<file path="src/rtl/counter_param.sv">
// counter_param: parameterised up/down counter with wrap or saturate at the
// 0..MAX bounds, synchronous clear and clamped parallel load.
// Optional compare-hit output is built when COUNTER_PARAM_CMP_EN is defined.
module counter_param #(
  parameter int unsigned WIDTH    = 4,
  parameter int unsigned MAX      = 15,
  parameter int unsigned SAT_MODE = 0
) (
  input  logic             clk,
  input  logic             rst_n,
  input  logic             en,
  input  logic             up_dn,
  input  logic             clr,
  input  logic             load,
  input  logic [WIDTH-1:0] load_val,
`ifdef COUNTER_PARAM_CMP_EN
  input  logic [WIDTH-1:0] cmp_val,
  output logic             cmp_hit,
`endif
  output logic [WIDTH-1:0] Q,
  output logic             tc,
  output logic             ovf
);

  localparam logic [WIDTH-1:0] MAX_W = WIDTH'(MAX);
  localparam logic [WIDTH-1:0] ONE_W = WIDTH'(1);
  localparam bit               SAT   = (SAT_MODE != 0);

  typedef enum logic [2:0] {
    OP_HOLD,
    OP_CLR,
    OP_LOAD,
    OP_INC,
    OP_DEC,
    OP_UP_BOUND,
    OP_DN_BOUND
  } op_e;

  logic [WIDTH-1:0] r_q;
  logic             r_ovf;
  op_e              w_op;
  logic [WIDTH-1:0] w_q_nxt;
  logic             w_ovf_nxt;
  logic             w_at_max;
  logic             w_at_zero;

  assign w_at_max  = (r_q == MAX_W);
  assign w_at_zero = (r_q == '0);

  // Decode this cycle's operation with clr > load > en priority.
  always_comb begin
    w_op = OP_HOLD;
    if (clr) begin
      w_op = OP_CLR;
    end else if (load) begin
      w_op = OP_LOAD;
    end else if (en) begin
      if (up_dn) begin
        w_op = w_at_max ? OP_UP_BOUND : OP_INC;
      end else begin
        w_op = w_at_zero ? OP_DN_BOUND : OP_DEC;
      end
    end
  end

  // Next count and overflow flag for the decoded operation.
  always_comb begin
    w_q_nxt   = r_q;
    w_ovf_nxt = 1'b0;
    unique case (w_op)
      OP_CLR:      w_q_nxt = '0;
      OP_LOAD:     w_q_nxt = (load_val > MAX_W) ? MAX_W : load_val;
      OP_INC:      w_q_nxt = r_q + ONE_W;
      OP_DEC:      w_q_nxt = r_q - ONE_W;
      OP_UP_BOUND: begin
        w_q_nxt   = SAT ? MAX_W : '0;
        w_ovf_nxt = 1'b1;
      end
      OP_DN_BOUND: begin
        w_q_nxt   = SAT ? '0 : MAX_W;
        w_ovf_nxt = 1'b1;
      end
      default:     w_q_nxt = r_q;
    endcase
  end

  // Count and overflow registers; reset overrides every other control.
  always_ff @(posedge clk) begin
    if (!rst_n) begin
      r_q   <= '0;
      r_ovf <= 1'b0;
    end else begin
      r_q   <= w_q_nxt;
      r_ovf <= w_ovf_nxt;
    end
  end

  assign Q   = r_q;
  assign ovf = r_ovf;
  assign tc  = up_dn ? w_at_max : w_at_zero;

`ifdef COUNTER_PARAM_CMP_EN
  logic r_cmp_hit;
  logic w_update;

  // A plain hold is not an update, so a count parked on cmp_val pulses once.
  assign w_update = (w_op != OP_HOLD);

  // Compare-hit pulse, aligned with the Q value that matches.
  always_ff @(posedge clk) begin
    if (!rst_n) begin
      r_cmp_hit <= 1'b0;
    end else begin
      r_cmp_hit <= w_update && (w_q_nxt == cmp_val);
    end
  end

  assign cmp_hit = r_cmp_hit;
`endif

endmodule

</file>
<file path="config.mk">
export PLATFORM = sky130hd
export DESIGN_NAME = counter_param
export DESIGN_NICKNAME = d
export VERILOG_FILES = /design/src/rtl/counter_param.sv
export SDC_FILE = /design/constraint.sdc
export NUM_CORES = 1
export LEC_CHECK = 0
export ABC_AREA = 1
export CORE_AREA = 2 2 39 41
export CTS_CLUSTER_DIAMETER = 200
export DETAILED_ROUTE_END_ITERATION = 6
export DIE_AREA = 0 0 41 43
export DONT_BUFFER_PORTS = 1
export GPL_TIMING_DRIVEN = 0
export PLACE_DENSITY = 0.58
export SYNTH_ARGS = -nofsm -noshare
export SYNTH_HDL_FRONTEND = slang
export SYNTH_SLANG_ARGS = --single-unit
export TNS_END_PERCENT = 1
</file>
<file path="constraint.sdc">
create_clock -name clk -period 5 [get_ports clk]
set_input_delay 0.75 -clock clk [delete_from_list [all_inputs] [get_ports clk]]
set_output_delay 0.75 -clock clk [all_outputs]
set_load 0.05 [all_outputs]
</file>
After elaboration in Yosys (flattened, before gate mapping)
Index checks and enable logic that the tools add are counted.
W data, S select, Z words.

storage, ports and cells
  register bits after elaboration = 5
  input bits = 10
  output and inout bits = 6
  word-level logic and storage cells = 26

operators by class
  add/sub/neg operators = 2
  order comparisons = 1
  equal/unequal tests = 7
  muxes and demuxes = 10
  reduce and logical (&&, ||, !) cells = 4

operator list
  operator               number
  $pmux W4 S5            1
  $mux W3                5
  $eq A3 B3 Y1 const B   3
  $eq A3 B2 Y1 const B   2
  $reduce_bool A5 Y1     1
  $add A4 B1 Y4 const B  1
  $eq A4 B4 Y1 const B   1
  $gt A4 B4 Y1 const B   1
  $logic_not A4 Y1       1
  $mux W4                1
  $reduce_or A2 Y1       2
  $sub A4 B1 Y4 const B  1
  $eq A3 B1 Y1 const B   1
  $mux W1                2
  $mux W2                1

Depth between registers and ports, before layout
  word-level depth = 9
  depth in mapped cells = 16
  depth with buffers taken out = 16

Worst setup path before layout
OpenSTA, ideal clock, no wires.

  path type = reg2out
  start point = register r_q[0], in the netlist Q[0]
  end point = output port tc
  data arrival time = 1.848 ns
  data required time = 4.250 ns
  path slack = 2.402 ns
  stages on the path, launching flop included = 4
  buffers on the path = 0
  cell sequence = dfxtp_1 -> nor2_1 -> nand2_1 -> o21ai_0

on the way
  word-level cells in the longest chain between the ends = 2
  elaborated cells on any way between the ends = 3
  classes of those cells = eq/ne (1); mux (1); reduce/logical (1)

ends and longest elaborated chain
  what                                                     RTL line  RTL
  start, declared                                          39        logic [WIDTH-1:0] r_q;
  start signal, assigned                                   93        r_q <= w_q_nxt;
  $eq A4 B4 Y1 / $logic_not A4 Y1 (equally long branches)  47, 48
  $mux W1 *                                                100       assign tc = up_dn ? w_at_max : w_at_zero;
  end, declared                                            21        output logic tc,

Mark *: on every way between the ends. The rest lies on a longest branch, timed or not.

Worst setup path in the final report
  start point = register r_q[0], in the netlist Q[0]
  end point = register r_q[3], in the netlist Q[3]

on the way
  word-level cells in the longest chain between the ends = 9
  elaborated cells on any way between the ends = 19
  classes of those cells = add/sub (2); eq/ne (7); mux (7); reduce/logical (3)

ends and longest elaborated chain
  what                                                      RTL line  RTL
  $eq A4 B4 Y1 / $logic_not A4 Y1 (equally long branches)   47, 48
  $mux W3 / $mux W2 (equally long branches)                 59, 61
  $mux W3                                                   58        if (up_dn) begin
  $mux W3                                                   57        end else if (en) begin
  $mux W3                                                   55        end else if (load) begin
  $mux W3                                                   53        if (clr) begin
  $eq A3 B3 Y1 / $eq A3 B1 Y1 (equally long branches)       70        unique case (w_op)
  $reduce_or A2 Y1 (no source line)                         -
  $pmux W4 S5 / $reduce_bool A5 Y1 (equally long branches)  -

Several ways; a longest one is shown, not always the timed one.
A chain may end at the register's enable or synchronous reset.

==> key figures <==
Global routing
  – Gr usage total: between 10% and 20%
  – First-pass GRT wire length: around 1.6 mm
  – Number of global-route vias before repair: between 400 and 500
  – Initial antenna violation count: 0
  – GRT overflow: 0
  – Largest net degree at the start of global routing: 8

Worst setup path
  – Most frequent CP cell: nand2_1
  – Largest delay share family, worst path: simple AND/OR/NAND/NOR gates
  – Slowest cell on crit path: dfxtp_1
  – CP arrival: between 2 and 3 ns
  – CP startpoint: Q[0]
  – Worst setup EP type: flip-flop
  – Reg2reg setup slack: about 2.4 ns
  – Reg2Reg Capture Point: Q[3]
  – Buf/Inv on CP: 2
  – Cell depth of the worst flop-to-flop path: 16
  – Crit path kind: reg -> reg
  – Worst EP required: ~5.2 ns
  – Cell Chain, Critical Path: nand2_1 > nor2_1 > nand2_1 > nand3_2 > nand3_2 > inv_1 > ha_1 > a21oi_1 > nand2_1 > nand2_1 > nand2_1 > inv_1 > nand2_1 > nor2_1 > nor2_1 > a21oi_1
  – CP Max Fanout: 7
  – Startpoint Class: flip-flop
  – Worst R2R Start: Q[0]
  – CP max stage delay: ~0.78 ns

Die
  – Initial Util: 35.4%
  – Core region area: between 1000 and 1500 sq um
  – # IOs: 16
  – Die Y: around 43 microns
  – Die area: 1760 sq um
  – Die X: 41 microns
  – # rows: 14

Synth
  – Cells taking the most area after synthesis: dfxtp_1 (20%), nand2_1 (16%), nor2_1 (12%)
  – Top-area cell type share of the netlist area: between 20% and 30%
  – Mean post-synth cell area: ~6 sq um
  – Synth Instances: 80
  – Post-synthesis cell area: ~490 sq um
  – Area leader, netlist: dfxtp_1
  – Unique masters post-synth: 17
  – YS warnings: 0
  – Post-synthesis net count: between 90 and 100
  – Yosys reg bits: 5
  – Seq/Total Area, Yosys: 20.5%

Routing
  – DRT iter0 DRCs: 3
  – Detail Route Antenna Nets: 0
  – Detailed Route WL: ~1000 microns
  – Drc violations: 0
  – DR vias/cell: between 4 and 5
  – Routed WL per cell: between 9 and 10 microns
  – DR vias: between 400 and 500
  – First-pass DRT Iterations: 3

Timing
  – Setup TNS Final: 0 ns
  – Final min period: between 2 and 3 ns
  – Worst hold margin: just over 0.6 ns
  – Skew final: about 0.00027 ns
  – Max Slew Vio Count: 0
  – # setup viols final: 0
  – Worst slew pin tran: roughly 0.72 ns
  – Fmax achieved: between 300 and 400 MHz
  – Endpoints failing hold: 0
  – Slew margin rel.: between 50% and 60%
  – RSZ-0062 raised after global routing: no
  – Fin crit share: between 50% and 60%

Clock network
  – Root Driver: clkbuf_4
  – CTS Sinks: 5
  – Clock tree buffer depth: 2
  – H-tree levels: 1
  – Cts bufs inserted: 3
  – CTS resizes: 0
  – CTS tree: built
  – Post-CTS setup buffers: 0
  – CTS Hold Bufs: 0
  – Clock transition at path regs: around 0.040 ns
  – Worst-Skew Late Latency: roughly 0.24 ns

Power
  – Pleak: 0.315 nW
  – Peak supply drop: roughly 200 uV
  – Sw Ratio: between 30% and 40%
  – Power density over the cells: approximately 270 nW/um^2
  – Clock power frac: around a third
  – Final Power: 0.145 mW
  – Logic pwr share: 25.7%
  – Design internal power: 0.0879 mW
  – Psw: between 0.05 and 0.06 mW
  – Seq pwr share: between 40 and 50%

Finish
  – Reg area: between 100 and 150 sq um
  – Nets: 99
  – Design area: ~540 sq um
  – Layout cell share with drive strength beyond 1: 12.9%
  – Synth-to-layout area growth: 11.0%
  – N_diodes: 0
  – Multi-input logic area: 344 sq um
  – Fillers: between 150 and 200

Worst hold path
  – Worst Hold Class: in -> reg
  – Hold path depth: 2
  – Min-Delay Endpoint: ovf
  – HP Start: rst_n

Run
  – Max capacitance violation total: 0

Placement
  – Placed Area: between 500 and 600 sq um
  – PortBufs: 0
  – HPWL after DPL: 845 microns
  – Placer Congestion: 0.759

Run status
  – Status: finished clean
==> final cells by class <==
type                       instances  area share, %
clock buffer                       4           4.84
inverter                          12           8.29
multi-input combinational         63           63.4
sequential                         5           18.4
tap                               16           3.69
timing repair buffer               1           1.38
==> per-stage QoR <==
stage,instances,setup WS (ns),utilization (%)
floorplan,80,2.40,-
global placement,96,2.30,36.8
detailed placement,97,2.33,37.3
CTS,101,2.32,39.2
global route,101,2.04,39.2
finish,101,2.36,39.2
==> power by group through the flow <==
stage	registers, mW	logic (mW)	clock network, mW
final	0.0624	0.0372	0.0455
after global routing	0.0632	0.0427	0.0503
after CTS	0.0628	0.0378	0.0477
after detailed placement	0.0635	0.0377	0
after global placement	0.0634	0.0356	0
after floorplan	0.0612	0.0315	0
==> registers in the layout, summed over array words and instances, names as in the netlist <==
signal / count
Q: 4
ovf: 1
==> worst max-delay path by stage <==
| stage | endpoint | slack [ns] | cells after the start |
|---|---|---|---|
| after floorplan | tc | 2.40 | 3 |
| after global placement | tc | 2.30 | 3 |
| after detailed placement | Q[3] | 2.33 | 16 |
| after CTS | Q[3] | 2.32 | 16 |
| after global routing | Q[3] | 2.04 | 16 |
| final | Q[3] | 2.36 | 16 |
==> synth_stat cells <==
| cell | count |
|---|---|
| nand2_1 | 21 |
| a31oi_1 | 1 |
| xor2_1 | 1 |
| and2_4 | 1 |
| ha_1 | 2 |
| nor2_1 | 15 |
| a21oi_1 | 2 |
| nand4_1 | 3 |
| o21ai_0 | 7 |
| nand3_2 | 4 |
| dfxtp_1 | 5 |
| fa_1 | 1 |
| nand3b_1 | 1 |
| inv_1 | 12 |
| nand3_1 | 2 |
| nand2_2 | 1 |
| nand4_2 | 1 |
==> layer usage <==
metal  wire [microns]  vias to the layer above  GRT usage, %
met3               79                        0          7.85
li1                 -                      269             -
met4                0                        0             0
met5                0                        -             0
met1              470                      209          15.5
met2              446                       16          19.7
==> cells in the final DEF (no fill, tap or decap) <==
cell	count
nor2_1	15
nand4_2	1
nand3_2	4
xor2_1	1
nand2_2	1
nand3b_1	1
dfxtp_1	5
and2_4	1
a21oi_1	2
ha_1	2
a31oi_1	1
inv_1	12
clkbuf_1	1
nand4_1	3
o21ai_0	7
buf_4	1
clkbuf_4	3
nand3_1	2
fa_1	1
nand2_1	21
==> cell families (layout without fill, tap and decap cells) <==
group                      after synthesis  count (layout)  share of synthesized area [%]
and+or+nand+nor                         49              49                           48.9
buffers and inverters                   12              17                           9.21
AOI/OAI and AO/OA                       10              10                           10.5
DFF                                      5               5                           20.5
adders and majority gates                3               3                           9.21
xor gates and xnor gates                 1               1                           1.79
No activity file was read; power rests on OpenSTA's default activity.
